--- config.mk ---
export PLATFORM = sky130hd
export DESIGN_NAME = seg_scan_ctrl
export DESIGN_NICKNAME = d
export VERILOG_FILES = /design/src/rtl/seg_scan_ctrl.sv
export SDC_FILE = /design/constraint.sdc
export NUM_CORES = 1
export LEC_CHECK = 0
export BUFFER_PORTS_ARGS = -buffer_cell sky130_fd_sc_hd__buf_2
export CORE_ASPECT_RATIO = 2
export CORE_MARGIN = 2
export CORE_UTILIZATION = 50
export CTS_CLUSTER_DIAMETER = 40
export DETAILED_ROUTE_END_ITERATION = 10
export PLACE_DENSITY = 0.81
export SYNTH_ARGS = -nofsm -noshare
export SYNTH_HDL_FRONTEND = slang
export SYNTH_SLANG_ARGS = --single-unit
--- constraint.sdc ---
create_clock -name clk -period 2.6 [get_ports clk]
set_input_delay 0.39 -clock clk [delete_from_list [all_inputs] [get_ports clk]]
set_output_delay 0.39 -clock clk [all_outputs]
set_load 0.01 [all_outputs]
--- src/rtl/seg_scan_ctrl.sv ---
// Four-digit common-anode 7-segment scan controller: edge-detects the divider scan clock,
// lights one digit per slot for DWELL_TICKS ticks with a one-tick blank guard, latches data per frame.
module seg_scan_ctrl #(
  parameter int DWELL_TICKS = 3
) (
  input  logic        clk,
  input  logic        clr,
  input  logic        scan_clk,
  input  logic [15:0] digits,
  input  logic [3:0]  dp_mask,
  input  logic [3:0]  digit_en,
  input  logic        blank_lz,
  output logic [3:0]  an,
  output logic [6:0]  seg,
  output logic        dp,
  output logic        frame_done
);

  localparam int CW = (DWELL_TICKS > 1) ? $clog2(DWELL_TICKS) : 1;
  localparam logic [CW-1:0] CNT_MAX = CW'(DWELL_TICKS - 1);

  typedef enum logic {GAP, SHOW} state_t;

  state_t        state_q, state_d;
  logic [1:0]    idx_q, idx_d;
  logic [CW-1:0] cnt_q, cnt_d;
  logic          prev_q, prev_d;
  logic [15:0]   dig_q, dig_d;
  logic [3:0]    dpm_q, dpm_d;
  logic [3:0]    en_q, en_d;
  logic          blz_q, blz_d;
  logic [3:0]    an_q, an_d;
  logic [6:0]    seg_q, seg_d;
  logic          dp_q, dp_d;
  logic          fd_q, fd_d;

  logic          tick;
  logic          load;
  logic [15:0]   dig_s;
  logic [3:0]    dpm_s;
  logic [3:0]    en_s;
  logic          blz_s;
  logic [3:0]    nib;
  logic          upper_zero;
  logic [3:0]    lit_an;
  logic [6:0]    lit_seg;
  logic          lit_dp;

  function automatic logic [6:0] hex7(input logic [3:0] h);
    case (h)
      4'h0: hex7 = 7'b1000000;
      4'h1: hex7 = 7'b1111001;
      4'h2: hex7 = 7'b0100100;
      4'h3: hex7 = 7'b0110000;
      4'h4: hex7 = 7'b0011001;
      4'h5: hex7 = 7'b0010010;
      4'h6: hex7 = 7'b0000010;
      4'h7: hex7 = 7'b1111000;
      4'h8: hex7 = 7'b0000000;
      4'h9: hex7 = 7'b0010000;
      4'hA: hex7 = 7'b0001000;
      4'hB: hex7 = 7'b0000011;
      4'hC: hex7 = 7'b1000110;
      4'hD: hex7 = 7'b0100001;
      4'hE: hex7 = 7'b0000110;
      default: hex7 = 7'b0001110;
    endcase
  endfunction

  always_comb begin
    tick = scan_clk & ~prev_q;
    load = (idx_q == 2'd0);

    // Slot 0 lights in the same edge that latches, so it must see the live inputs.
    dig_s = load ? digits   : dig_q;
    dpm_s = load ? dp_mask  : dpm_q;
    en_s  = load ? digit_en : en_q;
    blz_s = load ? blank_lz : blz_q;
    nib   = dig_s[{idx_q, 2'b00} +: 4];

    case (idx_q)
      2'd1:    upper_zero = (dig_s[15:4]  == 12'h000);
      2'd2:    upper_zero = (dig_s[15:8]  == 8'h00);
      2'd3:    upper_zero = (dig_s[15:12] == 4'h0);
      default: upper_zero = 1'b0;
    endcase

    lit_an  = 4'b1111;
    lit_seg = 7'b1111111;
    lit_dp  = 1'b1;
    if (en_s[idx_q]) begin
      if (blz_s && upper_zero) begin
        lit_dp = ~dpm_s[idx_q];
        if (dpm_s[idx_q]) lit_an = ~(4'b0001 << idx_q);
      end else begin
        lit_an  = ~(4'b0001 << idx_q);
        lit_seg = hex7(nib);
        lit_dp  = ~dpm_s[idx_q];
      end
    end

    prev_d  = scan_clk;
    state_d = state_q;
    idx_d   = idx_q;
    cnt_d   = cnt_q;
    dig_d   = dig_q;
    dpm_d   = dpm_q;
    en_d    = en_q;
    blz_d   = blz_q;
    an_d    = an_q;
    seg_d   = seg_q;
    dp_d    = dp_q;
    fd_d    = 1'b0;

    if (tick) begin
      case (state_q)
        GAP: begin
          if (load) begin
            dig_d = digits;
            dpm_d = dp_mask;
            en_d  = digit_en;
            blz_d = blank_lz;
          end
          state_d = SHOW;
          cnt_d   = '0;
          an_d    = lit_an;
          seg_d   = lit_seg;
          dp_d    = lit_dp;
        end
        default: begin
          if (cnt_q == CNT_MAX) begin
            state_d = GAP;
            an_d    = 4'b1111;
            seg_d   = 7'b1111111;
            dp_d    = 1'b1;
            idx_d   = idx_q + 2'd1;
            fd_d    = (idx_q == 2'd3);
          end else begin
            cnt_d = cnt_q + CW'(1);
          end
        end
      endcase
    end
  end

  always_ff @(posedge clk) begin
    if (clr) begin
      state_q <= GAP;
      idx_q   <= 2'd0;
      cnt_q   <= '0;
      prev_q  <= 1'b1;
      dig_q   <= 16'h0000;
      dpm_q   <= 4'h0;
      en_q    <= 4'h0;
      blz_q   <= 1'b0;
      an_q    <= 4'b1111;
      seg_q   <= 7'b1111111;
      dp_q    <= 1'b1;
      fd_q    <= 1'b0;
    end else begin
      state_q <= state_d;
      idx_q   <= idx_d;
      cnt_q   <= cnt_d;
      prev_q  <= prev_d;
      dig_q   <= dig_d;
      dpm_q   <= dpm_d;
      en_q    <= en_d;
      blz_q   <= blz_d;
      an_q    <= an_d;
      seg_q   <= seg_d;
      dp_q    <= dp_d;
      fd_q    <= fd_d;
    end
  end

  assign an         = an_q;
  assign seg        = seg_q;
  assign dp         = dp_q;
  assign frame_done = fd_q;

endmodule

Yosys cells after proc, flatten, opt, wreduce, memory -nomap -nowiden
Memories as Yosys holds them, arrays and structs flattened. Cells that the tools add are included.

Memories kept: 1. Register bits after elaboration: 44. Input bits: 28. Memory bits (read-only): 112.

Magnitude comparators: 1. Bitwise gates (word level): 7. Add/sub/neg operators: 2. Equality and inequality tests: 6. Multiplexer cells: 25. Shift operators: 2. Reductions and logical operators: 10.

Memory list: (no name shown) (words 16, width 7, read ports 1, clocked after memory_dff 0, wr ports 0, RTL line 50) `case (h)`.

Operators with widths (number): two-way mux 4 bit (7); two-way mux 7 bit (4); two-way mux 16 bit (1); variable part select 16 x 5 -> 4 bit (1); logical NOT 12 bit (1); logical NOT 8 bit (1); two-way mux 1 bit (8); equality test 2 bit, second input constant (3); AND reduction 2 bit (3); inverter 1 bit (5); adder 2 x 1 -> 2 bit, second input constant (2); binary-select mux 1 bit (select 2 bit) (2); logical NOT 4 bit (1); two-way mux 2 bit (2); inverter 4 bit (1); OR reduction 4 bit (1); << shifter 1 x 2 -> 4 bit, first input constant (1); < comparator 2 x 3 -> 1 bit, second input constant (1); one-hot mux 1 bit (3 select lines) (1); AND reduction 3 bit (1); equality test 2 x 1 -> 1 bit, second input constant (1); logical NOT 2 bit (1); != test 2 x 1 -> 1 bit, second input constant (1); != test 2 bit, second input constant (1); other kinds (2) (2).

Depth between registers and ports, before layout
Gate-level depths: netlist of the first run.

Depth after elaboration: 8. Depth in mapped cells: 13. Depth with buffers taken out: 10.

Worst setup path after synthesis of the first run
OpenSTA, ideal clock, no wires.

Path kind: reg-to-reg. Start: register idx_q[0]. End: register seg_q[3], in the netlist seg[3]. Data arrival time: 2.673 ns. Library setup time: 0.122 ns. Period minus slack after synthesis: 2.795 ns. Stages on the path, launching flop included: 13. Path slack: -0.195 ns. Path buffers: 3. Cells stage by stage: dfxtp_1 -> buf_6 -> inv_1 -> ha_1 -> buf_2 -> buf_4 -> mux4_1 -> mux2i_1 -> inv_1 -> ha_1 -> mux2i_1 -> nor2b_1 -> o32a_1.

Word-level cells in the longest chain between the ends: 8.

Ends and longest elaborated chain: from (decl) (RTL line 25) `logic [1:0] idx_q, idx_d;`; from (signal assigned) (RTL line 162) `idx_q <= idx_d;`; branches (longest 6 deep; another with memory read (16 x 7 bit)); two-way mux 7 bit (*) (RTL line 91) `if (en_s[idx_q]) begin`; two-way mux 7 bit (*) (RTL line 116) `case (state_q)`; to (signal assigned) (RTL line 170) `seg_q <= seg_d;`; to (decl) (RTL line 33) `logic [6:0] seg_q, seg_d;`.

Mark *: on every way between the ends. The select of a mux whose other input is x is not followed. A chain may end at the register's enable or synchronous reset.

Worst setup path in the final report of the first run
Ends and elaborated chain as after synthesis.

==> results of run 1 <==
==> metal layers <==
layer  wire, um  track usage [%]  vias to the layer above
li1           -                -                     1017
met5          0                0                        -
met3        199            3.768                       13
met4        185            10.26                        0
met1       2365            27.27                      952
met2       2765            35.42                       43
==> path summary, 6_finish.rpt <==
kind              endpoint  cells after the start      from  slack [ns]
setup / recovery    seg[3]                     10  idx_q[0]        0.12
hold / removal      prev_q                      2  scan_clk        0.31
setup reg to reg    seg[3]                     10  idx_q[0]        0.12
hold reg to reg    en_q[0]                      2   en_q[0]        0.46
==> per-stage QoR <==
step | setup slack (ns) | hold WS, ns | total power, mW | TNS (ns) | utilization, %
after floorplan | 0.04631 | 0.4314 | 0.8291 | 0 | -
after global placement | 0.1946 | 0.4371 | 0.8777 | 0 | 56.53
after detailed placement | 0.1055 | 0.4467 | 0.8855 | 0 | 56.53
after CTS | 0.08058 | 0.3066 | 1.297 | 0 | 58.23
after global routing | -0.01488 | 0.3151 | 1.344 | -0.03309 | 58.52
final | 0.1210 | 0.3074 | 1.295 | 0 | 58.52
==> worst register-to-register path, cell delays in order, from the launching register on <==
cell	delay (ns)
dfxtp_2	0.33
inv_2	0.10
ha_1	0.21
buf_12	0.21
mux4_2	0.36
mux2i_4	0.26
inv_1	0.13
ha_1	0.26
nor2_1	0.16
a211oi_2	0.07
o32a_1	0.28
==> state kept, by name, summed over array words and instances, names as in the netlist, 2 cells and up <==
register,cells
an,4
cnt_q,2
dig_q,16
dpm_q,4
en_q,4
idx_q,2
seg,7
==> kinds of logic (layout without fill, tap and decap cells) <==
kind of cell / after synthesis / count (layout) / synth area share, %
multiplexers: 33 / 33 / 20.53
AND/OR/NAND/NOR: 93 / 93 / 17.40
adder cells (fa/ha/maj): 12 / 12 / 6.160
flip-flops: 44 / 44 / 36.14
buffers and inverters: 24 / 62 / 4.722
XOR/XNOR: 1 / 1 / 0.3594
AO/OA/AOI/OAI: 54 / 54 / 14.68
==> final cells by class <==
class	count	area, um2
Tap cell	57	71.32
Inverter	7	26.28
Timing Repair Buffer	48	272.8
Fill cell	436	1981
Multi-Input combinational cell	193	1459
Sequential cell	44	883.3
Clock buffer	5	68.82
Clock inverter	2	12.51
==> layout by cell type (no fill, tap or decap), types with 3 or more instances in the layout <==
master and instances:
nand2b_1 3, o21ai_0 3, o22a_1 3, buf_2 40
mux4_1 5, nor3_1 5, inv_1 5, a22oi_1 3
a211oi_1 10, mux2i_1 19, mux4_2 6, buf_4 7
nor2_1 24, clkbuf_8 5, ha_1 12, nand3_1 4
nand2_1 41, nor2b_1 4, a21oi_1 23, dfxtp_1 42
==> power groups by stage <==
stage                     Combinational [mW]  Clock [mW]  Sequential, mW
after floorplan                        0.107           0           0.722
after global placement                 0.153           0           0.724
after detailed placement               0.160           0           0.726
after CTS                              0.160       0.427           0.709
after global routing                   0.181       0.450           0.713
final                                  0.163       0.422           0.710
==> repair_timing <==
item	4_1_cts	5_1_grt
endpoints found under the setup margin	0	5
hold buffers	0	0
gates resized for setup	0	2
setup buffers	0	1
==> results by group, run 1 <==
Worst setup path
  • CP Buf/Inv Count: 3
  • CP required: 2.79 ns
  • WP data arrival: 2.67 ns
  • Crit-path cells: inv_2 -> ha_1 -> buf_12 -> mux4_2 -> mux2i_4 -> inv_1 -> ha_1 -> nor2_1 -> a211oi_2 -> o32a_1
  • Slowest Stage Delay on Critical Path: 0.35 ns
  • Slowest stage cell, crit path: mux4_2
  • Worst path top cell family by delay: multiplexers
  • Worst-path maximum fanout: 29
  • Crit Path Category: reg2reg
  • Startpoint types: flip-flop
  • Crit. End Element: flip-flop
  • Most used cell, CP: ha_1

Min path
  • Hold Path Class: in2reg

Clocking
  • CTS Buffer Depth: 2
  • Clock Tree Root: clkbuf_8
  • Worst-skew pair later-pin latency: 0.30 ns
  • CTS tree: done
  • Worst-path clk slew: 0.08 ns
  • Num CTS Buffers: 5
  • Clock sink count: 44
  • H-tree Lvls: 2

Power and ir drop
  • Switching power total: 343.5 uW
  • P_leak: 1.179 nW
  • Combinational Power Share: 12.6%
  • PwrDens: 463.5 mW/mm2
  • P_int: 951.4 uW
  • Sequential power share: 54.8%
  • Clock network fraction of design power: 32.6%
  • Worst VDD drop: 0.5363 mV
  • Switching Share: 26.53%

Final layout
  • ANT cells: 0
  • Cell area after layout: 0.002794 mm2
  • Non-Filler Instances: 356
  • Layout area overhead: 14.63%
  • Nets: 339
  • Layout cell share with drive strength beyond 1: 24.41%

Synth
  • Avg Inst Size Synth: 9.338 um2
  • Synth top area share: 36.14%
  • Top-count cell post-synth: dfxtp_1
  • Unique masters post-synth: 45
  • Syn_nets: 301
  • Area contributors post-synth: dfxtp_1 36%, mux2i_1 8.2%, nand2_1 6.3%
  • Seq/Total Area, Yosys: 36.14%
  • Yosys reg bits: 44
  • Cell taking the most area after synthesis: dfxtp_1
  • Post-synth ARST share: 0%
  • Post-synth top cells: 44 x dfxtp_1, 41 x nand2_1, 24 x nor2_1
  • Predominant post-synthesis flop cell: dfxtp_1
  • Post-synth EDFFs: 0
  • Synth Cell Area: 0.002437 mm2
  • Synth Warn #: 0
  • Cells after synthesis: 261

Global route
  • GRT overflow: 0
  • Global-route wire length before repair: 8928 um
  • Initial antenna violation count: 0
  • GRT Total Usage: 21.76%
  • Largest net degree at the start of global routing: 40
  • Vias in the first global route: 1962

Floorplanning
  • CORE AREA: 0.004775 mm2
  • Area of the die: 0.005483 mm2
  • Initial core utilization: 51.05%
  • Height of the die: 102.7 um
  • Ports: 41
  • # rows: 36
  • Die W: 53.37 um

Drt
  • DR pass1 iterations: 4
  • Via count: 2025
  • Vias per Instance: 5.688
  • DR iter-0 viols: 45
  • Post-DRT Antenna Nets: 0
  • DRC violations left: 0
  • WL per Instance: 15.49 um
  • Final WL: 5516 um

Placement
  • Final HPWL DP: 4098 um
  • Area after detailed placement: 0.002699 mm2
  • PortBufs: 40
  • Placed Instances: 348
  • GPL Wtd Cong: 0.9595

Timing
  • Final Max Tran Viols: 0
  • Layout Skew: 0.003926 ns
  • Final hold vios: 0
  • Slew headroom: 54.66%
  • RSZ-0062 raised after global routing: true
  • Actual slew at the worst max-slew pin: 0.6801 ns
  • Fmax: 0.4034 GHz
  • Setup violations, final: 0
  • Fin crit share: 95.35%
  • Final min period: 2.479 ns

Outcome
  • Outcome: complete, no violations

Flow run
  • Max Cap Viol: 0
No activity file was read; power rests on OpenSTA's default activity.
==> run 2, diff against run 1 <==
Settings changed: CORE_UTILIZATION 50 to 56, MAX_ROUTING_LAYER from default to met4, PLACE_DENSITY 0.81 to 0.85.
Clock period 2.6 ns to 2.8 ns, I/O delays scaled along.
==> run 2 against run 1 <==
- final cell count fell by 0.56%
- sequential power shrank 7.2%
- critical path depth fell by 1
- global-route usage increased by 3.5 points
- setup slack improved by 0.18 ns
- sequential cell count unchanged
- utilization up 7.8 points
- register-to-register slack better by 0.18 ns
- sequential share of layout area fell by 0.40 points
- non-clock buffer count unchanged
- design area grew 0.99%
- clock skew rose by 0.0069 ns
==> results by group, run 2 (synthesis gave the netlist of run 1 again) <==
Outcome
  • Outcome: complete, no violations

Global route
  • Largest net degree at the start of global routing: 40 (unchanged)
  • GRT overflow: 0 (unchanged)
  • Global-route wire length before repair: 9363 um (+4.9%)
  • Initial antenna violation count: 0 (unchanged)
  • GRT Total Usage: 25.30% (+3.5 points)
  • Vias in the first global route: 2065 (+5.2%)

Clocking
  • Num CTS Buffers: 5 (unchanged)
  • CTS resizes: 0 (unchanged)
  • Worst-skew pair later-pin latency: 0.31 ns (about the same)
  • CTS Hold Buffers Added: 0 (unchanged)
  • Worst-path clk slew: 0.09 ns (about the same)
  • CTS tree: done
  • Clock Tree Root: clkbuf_8
  • Clock sink count: 44 (unchanged)
  • H-tree Lvls: 2 (unchanged)
  • Post-CTS setup buffer count: 0 (unchanged)
  • CTS Buffer Depth: 2 (unchanged)

Worst setup path
  • Worst-path maximum fanout: 16 (-45%)
  • Startpoint types: flip-flop
  • Crit Path Category: reg2reg
  • R2r worst-path depth: 9 (-1)
  • WP data arrival: 2.70 ns (+0.03 ns)
  • CP required: 3.00 ns (+0.21 ns)
  • Crit. End Element: flip-flop

Drt
  • DR pass1 iterations: 4 (unchanged)
  • Vias per Instance: 5.850 (+2.8%)
  • Via count: 2071 (+2.3%)
  • Post-DRT Antenna Nets: 0 (unchanged)
  • Final WL: 5541 um (+0.45%)
  • DRC violations left: 0 (unchanged)
  • WL per Instance: 15.65 um (+1.0%)
  • DR iter-0 viols: 42 (-6.7%)

Final layout
  • Nets: 339 (unchanged)
  • Top reg by flops: dig_q
  • Cell area after layout: 0.002821 mm2 (+0.99%)
  • Layout cell share with drive strength beyond 1: 23.33% (-1.1 points)
  • Largest register FFs: 16 (unchanged)
  • Most common cell after layout, fill and taps aside: dfxtp_1
  • Layout area overhead: 15.76%
  • Fillers: 343 (-21%)
  • Leading cell types in the layout, fill and taps excluded: 44 x dfxtp_1, 41 x nand2_1, 40 x buf_2, 24 x nor2_1, 23 x a21oi_1
  • Layout Utilization: 66.32% (+7.8 points)
  • ANT cells: 0 (unchanged)
  • Non-Filler Instances: 354 (-0.56%)

Placement
  • GPL Wtd Cong: 0.9449 (-1.5%)
  • PortBufs: 40 (unchanged)
  • Place WS: 0.2925 ns (+0.1870 ns)
  • Placed Instances: 346 (-0.57%)
  • Final HPWL DP: 4113 um (+0.37%)
  • Area after detailed placement: 0.002689 mm2 (-0.37%)

Floorplanning
  • Initial core utilization: 57.29% (+6.2 points)
  • CORE AREA: 0.004254 mm2 (-11%)
  • Height of the die: 97.30 um (-5.3%)
  • # rows: 34 (-5.6%)
  • Die W: 50.65 um (-5.1%)
  • Ports: 41 (unchanged)
  • Area of the die: 0.004928 mm2 (-10%)

Timing
  • RSZ-0062 raised after global routing: false
  • Actual slew at the worst max-slew pin: 0.6972 ns (+0.01712 ns)
  • Setup TNS: 0 ns (unchanged)
  • Final hold vios: 0 (unchanged)
  • Fmax: 0.4003 GHz (-0.76%)
  • Final Max Tran Viols: 0 (unchanged)
  • Slew headroom: 53.52% (-1.1 points)
  • Setup violations, final: 0 (unchanged)
  • Fin crit share: 89.22% (-6.1 points)
  • Final min period: 2.498 ns (+0.01902 ns)
  • Final worst slack: 0.3020 ns (+0.1810 ns)
  • Layout Skew: 0.01087 ns (+0.006946 ns)

Power and ir drop
  • P_leak: 1.209 nW (+2.5%)
  • PwrDens: 476.8 mW/mm2 (+2.9%)
  • Worst VDD drop: 0.4297 mV (-20%)

Flow run
  • Max Cap Viol: 0 (unchanged)

Min path
  • Hold Path Class: in2reg
  • Hold Path Depth: 2 (unchanged)
[run 2: final cells by class]
class,count,area [um2],share of cell area (%)
Clock buffer,7,96.34,3.415
Clock inverter,1,30.03,1.064
Inverter,7,26.28,0.9313
Multi-Input combinational cell,193,1448,51.31
Sequential cell,44,880.8,31.22
Tap cell,54,67.56,2.395
Timing Repair Buffer,48,272.8,9.667
[run 2: path summary, 6_finish.rpt]
path / from / to / slack (ns)
hold / removal: scan_clk / prev_q / 0.33
hold reg to reg: dpm_q[2] / dpm_q[2] / 0.46
setup / recovery: idx_q[0] / seg[4] / 0.30
setup reg to reg: idx_q[0] / seg[4] / 0.30
[run 2: through the flow]
step / power (mW) / hold slack, ns
final: 1.345 / 0.3335
after global routing: 1.386 / 0.3306
after CTS: 1.346 / 0.3337
after detailed placement: 0.8201 / 0.4477
after global placement: 0.8131 / 0.4386
after floorplan: 0.7684 / 0.4314
[run 2: metal layers]
metal	track usage (%)	share of wire [%]	up-vias
li1	-	-	1015
met1	27.53	39	979
met2	42.91	54	62
met3	5.077	4.9	15
met4	11.85	3.0	0
met5	-	0	-
[run 2: worst max-delay path, stage by stage (launching register included)]
cell	delay (ns)
dfxtp_1	0.32
inv_1	0.16
ha_1	0.24
buf_12	0.18
mux2i_1	0.22
mux4_2	0.37
inv_1	0.09
ha_1	0.27
o211a_1	0.25
o32a_1	0.31
[run 2: report_power, final]
part           switching (mW)  total (mW)  internal [mW]
clock                   0.222       0.537          0.315
sequential             0.0141       0.659          0.645
combinational          0.0816       0.149         0.0675
==> run 3, diff against run 2 <==
Settings changed: CORE_ASPECT_RATIO 2 to 0.6.
==> run 3 against run 2 <==
- die area shrank 0.30%
- combinational power is essentially flat
- sequential share of layout area increased by 0.25 points
- setup slack improved by 0.020 ns
- highest routed layer unchanged
==> results by group, run 3 (synthesis gave the netlist of run 1 again) <==
Timing
  • Fin crit share: 88.52% (-0.70 points)
  • Final worst slack: 0.3215 ns (+0.01950 ns)
  • Final min period: 2.479 ns (-0.01950 ns)
  • RSZ-0062 raised after global routing: false
  • Final Max Tran Viols: 0 (unchanged)
  • Actual slew at the worst max-slew pin: 0.6943 ns (-0.002894 ns)
  • Fmax: 0.4035 GHz (+0.79%)
  • Layout Skew: 0.002937 ns (-0.007935 ns)
  • Hold slack final: 0.3282 ns (-0.005305 ns)
  • Slew headroom: 53.71% (+0.19 points)
  • Setup TNS: 0 ns (unchanged)
  • Final hold vios: 0 (unchanged)
  • Setup violations, final: 0 (unchanged)

Power and ir drop
  • PwrDens: 438.9 mW/mm2 (-8.0%)
  • Switching power total: 314.0 uW (-1.3%)
  • Worst VDD drop: 0.2614 mV (-39%)
  • Sequential power share: 53.7% (+4.7 points)
  • Switching Share: 25.57% (+1.9 points)
  • P_leak: 1.191 nW (-1.4%)
  • Combinational Power Share: 12.3% (+1.2 points)
  • Total power: 1.228 mW (-8.7%)
  • P_int: 914.3 uW (-11%)
  • Clock network fraction of design power: 34.0% (-5.9 points)

Final layout
  • Fillers: 379 (+10%)
  • Register area: 880.8 um2 (unchanged)
  • Layout cell share with drive strength beyond 1: 23.43% (+0.099 points)
  • Non-Filler Instances: 363 (+2.5%)
  • Largest register FFs: 16 (unchanged)
  • Nets: 342 (+0.88%)
  • Layout area overhead: 14.84%
  • ANT cells: 0 (unchanged)
  • Cell area after layout: 0.002799 mm2 (-0.80%)
  • Top reg by flops: dig_q
  • Multi-input gate area: 0.001444 mm2 (-0.26%)
  • Most common cell after layout, fill and taps aside: dfxtp_1
  • Layout Utilization: 67.54% (+1.2 points)
  • Leading cell types in the layout, fill and taps excluded: 44 x dfxtp_1, 41 x nand2_1, 40 x buf_2, 24 x nor2_1, 23 x a21oi_1

Worst setup path
  • Worst path top cell family by delay: multiplexers
  • Crit. End Element: flip-flop
  • Slowest stage cell, crit path: mux4_2
  • Worst-path maximum fanout: 12 (-4)
  • Startpoint types: flip-flop
  • Crit-path cells: inv_2 -> ha_2 -> mux2i_1 -> mux4_2 -> inv_1 -> ha_1 -> o211a_1 -> o32a_1
  • Slowest Stage Delay on Critical Path: 0.39 ns (+0.02 ns)
  • WP data arrival: 2.67 ns (-0.03 ns)
  • CP Buf/Inv Count: 2 (-1)
  • Crit Path Category: reg2reg
  • CP required: 2.99 ns (about the same)

Global route
  • Global-route wire length before repair: 9149 um (-2.3%)
  • GRT overflow: 0 (unchanged)
  • Vias in the first global route: 1900 (-8.0%)
  • Largest net degree at the start of global routing: 40 (unchanged)
  • Initial antenna violation count: 0 (unchanged)
  • GRT Total Usage: 25.64% (+0.34 points)

Placement
  • Final HPWL DP: 4053 um (-1.5%)
  • Area after detailed placement: 0.002706 mm2 (+0.65%)
  • Place WS: 0.2235 ns (-0.06899 ns)
  • Placed Instances: 355 (+2.6%)
  • GPL Wtd Cong: 0.9498 (+0.52%)
  • PortBufs: 40 (unchanged)

Floorplanning
  • Height of the die: 55.10 um (-43%)
  • Ports: 41 (unchanged)
  • Die W: 89.17 um (+76%)
  • Initial core utilization: 58.82% (+1.5 points)
  • # rows: 18 (-47%)
  • Area of the die: 0.004913 mm2 (-0.30%)
  • CORE AREA: 0.004144 mm2 (-2.6%)

Drt
  • WL per Instance: 15.26 um (-2.5%)
  • DRC violations left: 0 (unchanged)
  • DR iter-0 viols: 149 (+250%)
  • Via count: 2055 (-0.77%)
  • Post-DRT Antenna Nets: 0 (unchanged)
  • Vias per Instance: 5.661 (-3.2%)
  • DR pass1 iterations: 5 (+1)
  • Final WL: 5540 um (about the same)

Clocking
  • CTS resizes: 0 (unchanged)
  • Num CTS Buffers: 5 (unchanged)
  • Worst-path clk slew: 0.08 ns (about the same)
  • H-tree Lvls: 2 (unchanged)
  • Worst-skew pair later-pin latency: 0.30 ns (about the same)
  • Clock Tree Root: clkbuf_8
  • Clock sink count: 44 (unchanged)
  • CTS Buffer Depth: 2 (unchanged)
  • Post-CTS setup buffer count: 0 (unchanged)
  • CTS tree: done
  • CTS Hold Buffers Added: 0 (unchanged)

Flow run
  • Max Cap Viol: 0 (unchanged)

Min path
  • Hold Path Class: in2reg

Outcome
  • Outcome: complete, no violations
run 3: changes by cell type in the layout (fill, tap and decap cells not counted), sizes merged:
cell,change
bufinv,-1
buf,+3
clkbuf,+1
run 3: worst paths after layout:
check,start,slack (ns),cells after the start,to
setup / recovery,idx_q[1],0.32,8,seg[4]
hold reg to reg,dig_q[1],0.45,2,dig_q[1]
hold / removal,scan_clk,0.33,2,prev_q
setup reg to reg,idx_q[1],0.32,8,seg[4]
run 3: layer usage:
| metal | GRT usage (%) | vias to the layer above | share of wire, % |
|---|---|---|---|
| li1 | - | 1022 | - |
| met1 | 36.73 | 956 | 50 |
| met2 | 37.28 | 68 | 43 |
| met3 | 4.599 | 9 | 5.8 |
| met4 | 7.711 | 0 | 1.3 |
| met5 | - | - | 0 |
run 3: cell type report:
type | count | share of cell area [%]
tap | 60 | 2.682
sequential | 44 | 31.47
clock buffer | 8 | 3.219
multi-input combinational | 193 | 51.59
inverter | 7 | 0.9388
timing repair buffer | 51 | 10.10
run 3: power by group through the flow:
| stage | Combinational (mW) | Sequential (mW) | Clock, mW |
|---|---|---|---|
| 2_1_floorplan | 0.0982 | 0.670 | 0 |
| 3_3_place_gp | 0.143 | 0.673 | 0 |
| 3_5_place_dp | 0.148 | 0.674 | 0 |
| 4_1_cts | 0.149 | 0.659 | 0.425 |
| 5_1_grt | 0.167 | 0.663 | 0.447 |
| 6_report | 0.151 | 0.660 | 0.418 |
